<file path="config.mk">
export PLATFORM = sky130hd
export DESIGN_NAME = burst_arbiter_flat
export DESIGN_NICKNAME = d
export VERILOG_FILES = /design/src/rtl/burst_arbiter_if.sv /design/src/rtl/burst_arbiter.sv /design/src/flat_wrapper.sv
export SDC_FILE = /design/constraint.sdc
export NUM_CORES = 1
export LEC_CHECK = 0
export CAP_MARGIN = 15
export CORE_AREA = 2 2 127 129
export CTS_CLUSTER_SIZE = 28
export DETAILED_ROUTE_END_ITERATION = 16
export DIE_AREA = 0 0 129 131
export PLACE_DENSITY = 0.52
export SYNTH_ARGS = -nofsm -noshare
export SYNTH_HDL_FRONTEND = slang
export SYNTH_SLANG_ARGS = --single-unit
export TNS_END_PERCENT = 5
</file>
<file path="constraint.sdc">
create_clock -name clk_sys -period 1.68 [get_ports clk_sys]
set_input_delay 0.252 -clock clk_sys [delete_from_list [all_inputs] [get_ports clk_sys]]
set_output_delay 0.252 -clock clk_sys [all_outputs]
set_load 0.02 [all_outputs]
</file>
<file path="src/rtl/burst_arbiter_if.sv">
// rtl/burst_arbiter_if.sv - Avalon-MM burst port bundle shared by masters and the slave
interface burst_arbiter_if #(parameter int ADDR = 32);
    logic [ADDR-1:0] addr;
    logic            write;
    logic [31:0]     writedata;
    logic            read;
    logic [3:0]      byteenable;
    logic [2:0]      burstcount;
    logic [31:0]     readdata;
    logic            readdatavalid;
    logic            waitrequest;

    modport master (
        output addr, write, writedata, read, byteenable, burstcount,
        input  readdata, readdatavalid, waitrequest
    );

    modport slave (
        input  addr, write, writedata, read, byteenable, burstcount,
        output readdata, readdatavalid, waitrequest
    );
endinterface

</file>
<file path="src/rtl/burst_arbiter.sv">
// rtl/burst_arbiter.sv - two-master Avalon-MM burst arbiter, whole-burst grants
// Define BURST_ARB_ROUND_RR_EN for round-robin; otherwise m0 has fixed priority.
module burst_arbiter #(
    parameter int ADDR = 32
) (
    input  logic             clk_sys,
    input  logic             rst,
    burst_arbiter_if.slave   m0,
    burst_arbiter_if.slave   m1,
    burst_arbiter_if.master  s
);
    typedef enum logic [1:0] {IDLE, WRITE, READ_CMD, READ_DATA} state_t;

    state_t     state, state_nx;
    logic       grant, grant_nx;
    logic       last_grant, last_grant_nx;
    logic [2:0] beats, beats_nx;
    logic [2:0] len, len_nx;

    logic            req0, req1, pick;
    logic            p_write;
    logic [2:0]      p_bc;
    logic [ADDR-1:0] g_addr;
    logic            g_write, g_read;
    logic [31:0]     g_writedata;
    logic [3:0]      g_be;
    logic            last_beat;

    assign req0 = m0.write | m0.read;
    assign req1 = m1.write | m1.read;

    always_comb begin
        pick = !req0;
`ifdef BURST_ARB_ROUND_RR_EN
        if (req0 && req1)
            pick = ~last_grant;
`endif
    end

    assign p_write     = pick  ? m1.write      : m0.write;
    assign p_bc        = pick  ? m1.burstcount : m0.burstcount;
    assign g_addr      = grant ? m1.addr       : m0.addr;
    assign g_write     = grant ? m1.write      : m0.write;
    assign g_read      = grant ? m1.read       : m0.read;
    assign g_writedata = grant ? m1.writedata  : m0.writedata;
    assign g_be        = grant ? m1.byteenable : m0.byteenable;
    assign last_beat   = (beats == len - 3'd1);

    always_ff @(posedge clk_sys) begin
        if (rst) begin
            state      <= IDLE;
            grant      <= 1'b0;
            last_grant <= 1'b1;
            beats      <= 3'd0;
            len        <= 3'd0;
        end else begin
            state      <= state_nx;
            grant      <= grant_nx;
            last_grant <= last_grant_nx;
            beats      <= beats_nx;
            len        <= len_nx;
        end
    end

    always_comb begin
        state_nx      = state;
        grant_nx      = grant;
        last_grant_nx = last_grant;
        beats_nx      = beats;
        len_nx        = len;
        case (state)
            IDLE: begin
                if (req0 || req1) begin
                    grant_nx = pick;
                    len_nx   = (p_bc == 3'd0) ? 3'd1 : p_bc;
                    beats_nx = 3'd0;
                    state_nx = p_write ? WRITE : READ_CMD;
                end
            end
            WRITE: begin
                // A master that drops write mid-burst simply stalls the burst.
                if (g_write && !s.waitrequest) begin
                    beats_nx = beats + 3'd1;
                    if (last_beat) begin
                        state_nx      = IDLE;
                        last_grant_nx = grant;
                    end
                end
            end
            READ_CMD: begin
                if (g_read && !s.waitrequest) begin
                    state_nx = READ_DATA;
                    beats_nx = 3'd0;
                end
            end
            READ_DATA: begin
                if (s.readdatavalid) begin
                    beats_nx = beats + 3'd1;
                    if (last_beat) begin
                        state_nx      = IDLE;
                        last_grant_nx = grant;
                    end
                end
            end
            default: state_nx = IDLE;
        endcase
    end

    assign m0.readdata = s.readdata;
    assign m1.readdata = s.readdata;

    always_comb begin
        s.addr           = '0;
        s.write          = 1'b0;
        s.writedata      = 32'd0;
        s.read           = 1'b0;
        s.byteenable     = 4'd0;
        s.burstcount     = 3'd0;
        m0.waitrequest   = 1'b1;
        m1.waitrequest   = 1'b1;
        m0.readdatavalid = 1'b0;
        m1.readdatavalid = 1'b0;
        case (state)
            WRITE: begin
                s.addr       = g_addr;
                s.write      = g_write;
                s.writedata  = g_writedata;
                s.byteenable = g_be;
                s.burstcount = len;
                if (grant) m1.waitrequest = s.waitrequest;
                else       m0.waitrequest = s.waitrequest;
            end
            READ_CMD: begin
                s.addr       = g_addr;
                s.read       = g_read;
                s.byteenable = g_be;
                s.burstcount = len;
                if (grant) m1.waitrequest = s.waitrequest;
                else       m0.waitrequest = s.waitrequest;
            end
            READ_DATA: begin
                if (grant) m1.readdatavalid = s.readdatavalid;
                else       m0.readdatavalid = s.readdatavalid;
            end
            default: ;
        endcase
    end
endmodule

</file>
<file path="src/flat_wrapper.sv">
// flat-port wrapper written by rule: the top's interface ports become plain ports
module burst_arbiter_flat 
#(
    parameter int ADDR = 32
)
  (clk_sys, rst, m0_addr, m0_write, m0_writedata, m0_read, m0_byteenable, m0_burstcount, m0_readdata, m0_readdatavalid, m0_waitrequest, m1_addr, m1_write, m1_writedata, m1_read, m1_byteenable, m1_burstcount, m1_readdata, m1_readdatavalid, m1_waitrequest, s_addr, s_write, s_writedata, s_read, s_byteenable, s_burstcount, s_readdata, s_readdatavalid, s_waitrequest);
  burst_arbiter_if #(.ADDR(ADDR)) m0_i ();
  burst_arbiter_if #(.ADDR(ADDR)) m1_i ();
  burst_arbiter_if #(.ADDR(ADDR)) s_i ();
  input  logic clk_sys;
  input  logic rst;
  input wire logic [$bits(m0_i.addr)-1:0] m0_addr;
  input wire logic [$bits(m0_i.write)-1:0] m0_write;
  input wire logic [$bits(m0_i.writedata)-1:0] m0_writedata;
  input wire logic [$bits(m0_i.read)-1:0] m0_read;
  input wire logic [$bits(m0_i.byteenable)-1:0] m0_byteenable;
  input wire logic [$bits(m0_i.burstcount)-1:0] m0_burstcount;
  output wire logic [$bits(m0_i.readdata)-1:0] m0_readdata;
  output wire logic [$bits(m0_i.readdatavalid)-1:0] m0_readdatavalid;
  output wire logic [$bits(m0_i.waitrequest)-1:0] m0_waitrequest;
  input wire logic [$bits(m1_i.addr)-1:0] m1_addr;
  input wire logic [$bits(m1_i.write)-1:0] m1_write;
  input wire logic [$bits(m1_i.writedata)-1:0] m1_writedata;
  input wire logic [$bits(m1_i.read)-1:0] m1_read;
  input wire logic [$bits(m1_i.byteenable)-1:0] m1_byteenable;
  input wire logic [$bits(m1_i.burstcount)-1:0] m1_burstcount;
  output wire logic [$bits(m1_i.readdata)-1:0] m1_readdata;
  output wire logic [$bits(m1_i.readdatavalid)-1:0] m1_readdatavalid;
  output wire logic [$bits(m1_i.waitrequest)-1:0] m1_waitrequest;
  output wire logic [$bits(s_i.addr)-1:0] s_addr;
  output wire logic [$bits(s_i.write)-1:0] s_write;
  output wire logic [$bits(s_i.writedata)-1:0] s_writedata;
  output wire logic [$bits(s_i.read)-1:0] s_read;
  output wire logic [$bits(s_i.byteenable)-1:0] s_byteenable;
  output wire logic [$bits(s_i.burstcount)-1:0] s_burstcount;
  input wire logic [$bits(s_i.readdata)-1:0] s_readdata;
  input wire logic [$bits(s_i.readdatavalid)-1:0] s_readdatavalid;
  input wire logic [$bits(s_i.waitrequest)-1:0] s_waitrequest;
  assign m0_i.addr = m0_addr;
  assign m0_i.write = m0_write;
  assign m0_i.writedata = m0_writedata;
  assign m0_i.read = m0_read;
  assign m0_i.byteenable = m0_byteenable;
  assign m0_i.burstcount = m0_burstcount;
  assign m0_readdata = m0_i.readdata;
  assign m0_readdatavalid = m0_i.readdatavalid;
  assign m0_waitrequest = m0_i.waitrequest;
  assign m1_i.addr = m1_addr;
  assign m1_i.write = m1_write;
  assign m1_i.writedata = m1_writedata;
  assign m1_i.read = m1_read;
  assign m1_i.byteenable = m1_byteenable;
  assign m1_i.burstcount = m1_burstcount;
  assign m1_readdata = m1_i.readdata;
  assign m1_readdatavalid = m1_i.readdatavalid;
  assign m1_waitrequest = m1_i.waitrequest;
  assign s_addr = s_i.addr;
  assign s_write = s_i.write;
  assign s_writedata = s_i.writedata;
  assign s_read = s_i.read;
  assign s_byteenable = s_i.byteenable;
  assign s_burstcount = s_i.burstcount;
  assign s_i.readdata = s_readdata;
  assign s_i.readdatavalid = s_readdatavalid;
  assign s_i.waitrequest = s_waitrequest;
  burst_arbiter #(.ADDR(ADDR)) u_core (.clk_sys(clk_sys), .rst(rst), .m0(m0_i), .m1(m1_i), .s(s_i));
endmodule
</file>
==> out/metrics.cfg <==
[placement]
portBuffers=226
dp_hpwl_mm=7.777
dpl_cell_area_mm2=0.004646
gp_congestion=0.7179
dp.cells=696

[logic_synthesis]
syn_nets=491
synth_cell_type_count=32
syn_avg_cell_area_um2=7.817
synth_top_family_by_area=multiplexers
synth_adder_area_share_pct=3.170
synth-compound-area-share_pct=4.754
muxShareOfSynthArea_pct=30.85
postSynthCellCount=303
yosysWarnings=0
synthSimpleGateAreaFrac_pct=27.10
synth_top_area_share_pct=30.85
yosys.area_share.xor_xnor_pct=1.743
synth-seq-area-share_pct=7.607
synth.largest_area_cell=mux2i_1
synth_seq_cells=9
netlist_area_mm2=0.002369
synth.area.top_cells=mux2i_1 31%, buf_4 21%, nor2b_1 18%, dfxtp_1 7.6%, ha_1 3.2%

[floorplanning]
row_count=46
core_mm2=0.01560
ioPinCount=323
start_util_pct=15.19
die_w_um=129
fp.dieH_um=131
die-area_mm2=0.01690

[global_routing]
grt_max_degree=24
gr-total-overflow=0
grt_usage_pct=10.70
grt_pass1_vias=2721
antenna_found_initial=0
grt_pass1_wl_mm=14.16

[sta]
setup_violations=13
hold_viol=0
worstMarginPinSlew_ns=0.4944
relSlewSlack_pct=66.94
fin_ws_ns=-0.04021
fin_crit_sh_pct=102.4
fin_skew_ns=0.002669
hold_ws_ns=0.4924
period_minus_slack_ns=1.720
rsz0062_at_grt=true
fmax_mhz=581.3
maxSlewViolCount=0

[route]
post_drt_wl_per_cell_um=14.49
routed_wl_mm=10.26
firstDrtPassIters=4
vias=2703
ant_nets=0
drc=0
first_iter_violations=30
vias_per_cell=3.818

[worst_setup_path]
r2r-end=u_core.state[0]
required_ns=1.43
end_kind=output port
ff2ff_path_depth=7
critical_path_arrival_ns=1.47
criticalPathCategory=reg -> out
r2r-start=u_core.grant
regToRegSetupSlack_ns=0.02
start_kind=register
critPathMaxFanout=8

[cells_and_area]
layout-drive-gt1-share_pct=35.98
fin_area_mm2=0.005026
post-route-util_pct=32.22
num_antenna_cells=0
fillers=1641
stdcell_count=708
area_delta_synth_final_pct=112.2
final_cell_mix=149 x clkdlybuf4s50_1, 66 x mux2i_1, 55 x buf_4
fin_nets=681
final_common_cell=clkdlybuf4s50_1

[pwr]
power_density_mw_per_mm2=1194
p_clk_share_pct=7.3
vdd_drop_max_v=0.0004378
swShare_pct=43.47
pwr-share-seq_pct=6.1
total_leakage_power_nw=1.981
p_int_mw=3.391
p_sw_mw=2.608
p_comb_share_pct=86.6
power_mw=5.999

[clock_tree]
clkSlewWorstSetupHoldPaths_ns=0.04
clock-sinks=9
cts_tree=done
h-tree-depth=1
clock_latency_ns=0.24
cts_hold_buf=0
clk_path_buf_depth=2
root_buffer=clkbuf_16
numCtsBuffers=3

[hold_path]
whs_path_depth=2
min_to=u_core.beats[1]
min-delay-start=u_core.beats[1]
hp-class=reg -> reg

[run_status]
status=complete, but fails checks
violations=negative setup slack

[flow_run]
maxCapViolCount=0

## metal layers
layer | vias to the layer above | wire [um] | track usage [%]
li1 | 1329 | - | -
met1 | 1194 | 3739 | 11.53
met2 | 158 | 5271 | 20.29
met4 | 0 | 186 | 3.261
met5 | - | 0 | 0
met3 | 22 | 1064 | 2.972
## worst max-delay path: stages, from the launching register on
cell and delay, ns:
dfxtp_2 0.33, inv_2 0.05, buf_6 0.11, ha_4 0.19, buf_6 0.13, buf_16 0.14, nor2b_1 0.12, buf_4 0.16
## cell type report
cell class | instances | area (um^2) | area share [%]
clock buffers | 4 | 78.83 | 1.568
repair buffers | 266 | 2590 | 51.53
well taps | 216 | 270.3 | 5.377
inverters | 8 | 30.03 | 0.5975
flip-flops and latches | 9 | 188.9 | 3.759
multi-input cells | 205 | 1868 | 37.17
## how the worst max path moves through the flow
stage / from / endpoint / slack [ns] / cells after the start
floorplan: u_core.state[1] / s_writedata[10] / 0.06 / 5
global placement: u_core.state[1] / s_writedata[27] / -0.27 / 6
detailed placement: u_core.state[0] / s_addr[19] / -0.29 / 5
CTS: u_core.state[1] / s_writedata[12] / -0.08 / 6
global route: u_core.grant / s_writedata[14] / -0.08 / 5
finish: u_core.state[1] / s_writedata[25] / -0.04 / 7
## through the flow
step                      setup slack (ns)  setup TNS [ns]
after floorplan                    0.05972               0
after global placement             -0.2710          -17.50
after detailed placement           -0.2877          -18.14
after CTS                         -0.08120          -1.405
after global routing              -0.07885          -2.146
final                             -0.04021         -0.2184
## cell usage after synthesis (all sizes together)
library cell  instances
o32ai                 1
buf                  73
mux2i                73
a211oi                1
o31ai                 1
xor3                  1
xnor2                 2
a21oi                 2
a311oi                2
nand3                 2
o21ai                 6
nand2b                2
nand3b                2
inv                   8
nand4                 2
clkbuf                8
and2                  3
and3                  2
nor4                  2
nor3                  2
ha                    6
nand2                 8
or2                   1
a21boi                1
nor2b                70
a221oi                1
dfxtp                 9
nor2                 12
## flip-flops by register name, indices dropped and copies added (netlist names)
name          count
u_core.state      2
u_core.beats      3
u_core.grant      1
u_core.len        3
## power groups by stage
stage                     logic [mW]  clock network, mW  registers (mW)
after floorplan                 2.69                  0           0.324
after global placement          4.60                  0           0.343
after detailed placement        4.62                  0           0.342
after CTS                       4.75              0.433           0.366
after global routing            5.55              0.450           0.377
final                           5.20              0.435           0.369
## what timing repair did
| item | CTS | global route |
|---|---|---|
| pin swaps | 4 | 3 |
| buffers inserted | 3 | 2 |
| cloned | 4 | 0 |
| gates resized for setup | 335 | 115 |
| endpoints found under the setup margin | 82 | 70 |
## logic make-up after synthesis
| kind of cell | count (synthesis) |
|---|---|
| fa+ha+maj | 6 |
| buf+inv | 89 |
| mux | 73 |
| flops | 9 |
| simple gates | 108 |
| xor+xnor | 3 |
| compound gates | 15 |
(Power assumes the default switching activity.)
==> variant (same settings) <==
`ADDR` is set to 32 in 3 places; all go to 16.
--- a/src/rtl/burst_arbiter_if.sv
+++ b/src/rtl/burst_arbiter_if.sv
@@ -1,5 +1,5 @@
 // rtl/burst_arbiter_if.sv - Avalon-MM burst port bundle shared by masters and the slave
-interface burst_arbiter_if #(parameter int ADDR = 32);
+interface burst_arbiter_if #(parameter int ADDR = 16);
     logic [ADDR-1:0] addr;
     logic            write;
     logic [31:0]     writedata;
--- a/src/rtl/burst_arbiter.sv
+++ b/src/rtl/burst_arbiter.sv
@@ -1,7 +1,7 @@
 // rtl/burst_arbiter.sv - two-master Avalon-MM burst arbiter, whole-burst grants
 // Define BURST_ARB_ROUND_RR_EN for round-robin; otherwise m0 has fixed priority.
 module burst_arbiter #(
-    parameter int ADDR = 32
+    parameter int ADDR = 16
 ) (
     input  logic             clk_sys,
     input  logic             rst,
--- a/src/flat_wrapper.sv
+++ b/src/flat_wrapper.sv
@@ -1,7 +1,7 @@
 // flat-port wrapper written by rule: the top's interface ports become plain ports
 module burst_arbiter_flat 
 #(
-    parameter int ADDR = 32
+    parameter int ADDR = 16
 )
   (clk_sys, rst, m0_addr, m0_write, m0_writedata, m0_read, m0_byteenable, m0_burstcount, m0_readdata, m0_readdatavalid, m0_waitrequest, m1_addr, m1_write, m1_writedata, m1_read, m1_byteenable, m1_burstcount, m1_readdata, m1_readdatavalid, m1_waitrequest, s_addr, s_write, s_writedata, s_read, s_byteenable, s_burstcount, s_readdata, s_readdatavalid, s_waitrequest);
   burst_arbiter_if #(.ADDR(ADDR)) m0_i ();
Interface: changed (resized m0_addr, m1_addr and s_addr); port bits go from 323 to 275. The function was not compared with the original's and may differ.
==> variant against the original RTL <==
- the run still ends with setup timing left
- wire length decreased by 18%
- register-to-register slack worse by 0.04 ns
- first-iteration DRC count down 13%
- critical path depth up 2
- power down 22%
- sequential cell count stayed put
- worst setup slack improved by 0.020 ns
- sequential share of layout area is 0.93 points higher
- area after synthesis is 12% lower
- cell area decreased by 19%
- largest power group unchanged
==> variant: results (changes against the original RTL) <==
Vias in the first global route -> 2315 (was 2721)
Initial DRC Count -> 26 (was 30)
Synth Area in XOR/XNOR -> 1.98% (was 1.74%)
Synth Net Count -> 423 (was 491)
Fraction of the mapped netlist area in adder cells -> 3.60% (was 3.17%)
Synth top area cells -> mux2i_1, buf_4, nor2b_1, dfxtp_1, ha_1 (unchanged)
Compound-Gate Fraction of Synth Area -> 5.22% (was 4.75%)
GPL Wtd Cong -> 0.722 (was 0.718)
Syn avg cell area -> 7.82 µm² (about the same)
Mux share of post-synthesis cell area -> 27.3% (was 30.9%)
Total Routing Usage GR -> 8.80% (was 10.7%)
Netlist cell types -> 34 (was 32)
Vias -> 2290 (was 2703)
WL final -> 8410 µm (was 10300 µm)
Status -> complete, but fails checks (unchanged)
Layout cell share with drive strength beyond 1 -> 34.0% (was 36.0%)
Placed insts -> 617 (was 696)
Setup Viol. Count Final -> 3 (was 13)
Final Skew -> 0.00120 ns (was 0.00267 ns)
Sum Neg Setup Slack -> -0.0415 ns (was -0.218 ns)
Layout net count -> 575 (was 681)
Leak -> 1.68 nW (was 1.98 nW)
Sequential share of the synthesized area -> 8.63% (was 7.61%)
Worst Path Arrival -> 1.80 ns (was 1.47 ns)
Area post-placement -> 3900 µm² (was 4650 µm²)
HP Class -> in2out (was reg2reg)
Failing checks -> setup timing (unchanged)
Synth cell count leaders -> buf_4, mux2i_1, nor2b_1 (was mux2i_1, nor2b_1, buf_4)
IO Port Bufs -> 178 (was 226)
Largest net degree at the start of global routing -> 33 (was 24)
Setup ws final -> -0.0199 ns (was -0.0402 ns)
## variant: changes by cell type after synthesis, sizes merged
cell	before	now
buf	73	71
clkbuf	8	6
mux2i	73	57
nor2b	70	54
## variant: power breakdown
group          switching (W)  internal, W
registers          0.0000761     0.000293
logic                0.00180      0.00210
clock network      0.0000994     0.000317
## variant: metal layers
layer	up-vias	GRT usage [%]	share of wire (%)
met5	-	0	0
met4	0	2.11	1.3
met3	22	2.04	9.4
met2	121	16.1	49
met1	1024	10.5	40
li1	1123	-	-
## variant: path summary, 6_finish.rpt
path / from / to / slack (ns) / cells past startpoint
worst max-delay path: u_core.state[0] / u_core.beats[0] / -0.02 / 9
worst min-delay path: s_readdata[29] / m0_readdata[29] / 0.50 / 0
worst max register to register: u_core.state[0] / u_core.beats[0] / -0.02 / 9
worst min register to register: u_core.beats[1] / u_core.beats[1] / 0.52 / 2
## variant: timing repair
action / CTS / global route
gates resized for setup: 245 / 56
cloned: 2 / 0
pin swaps: 4 / 8
setup buffers: 1 / 10
setup endpoints to repair: 65 / 44
## variant: cell families after synthesis
family,after synthesis
buffers and inverters,85
adder cells (fa/ha/maj),6
flip-flops,9
multiplexers,57
XOR/XNOR,3
AO/OA/AOI/OAI,15
AND/OR/NAND/NOR,92
## variant: area by class of cell
class / instances / area (µm²)
multi-input cells: 173 / 1470
well taps: 216 / 270
repair buffers: 224 / 2020
flip-flops and latches: 9 / 190
clock buffers: 4 / 78.8
fillers: 1691 / 11500
inverters: 8 / 30.0
## variant: critical path: stages (launching register included)
cell     delay, ns
dfxtp_4       0.36
inv_2         0.06
buf_4         0.13
ha_1          0.21
buf_4         0.15
o21ai_4       0.05
nand4_1       0.21
buf_4         0.22
mux2i_1       0.13
nor2_1        0.05
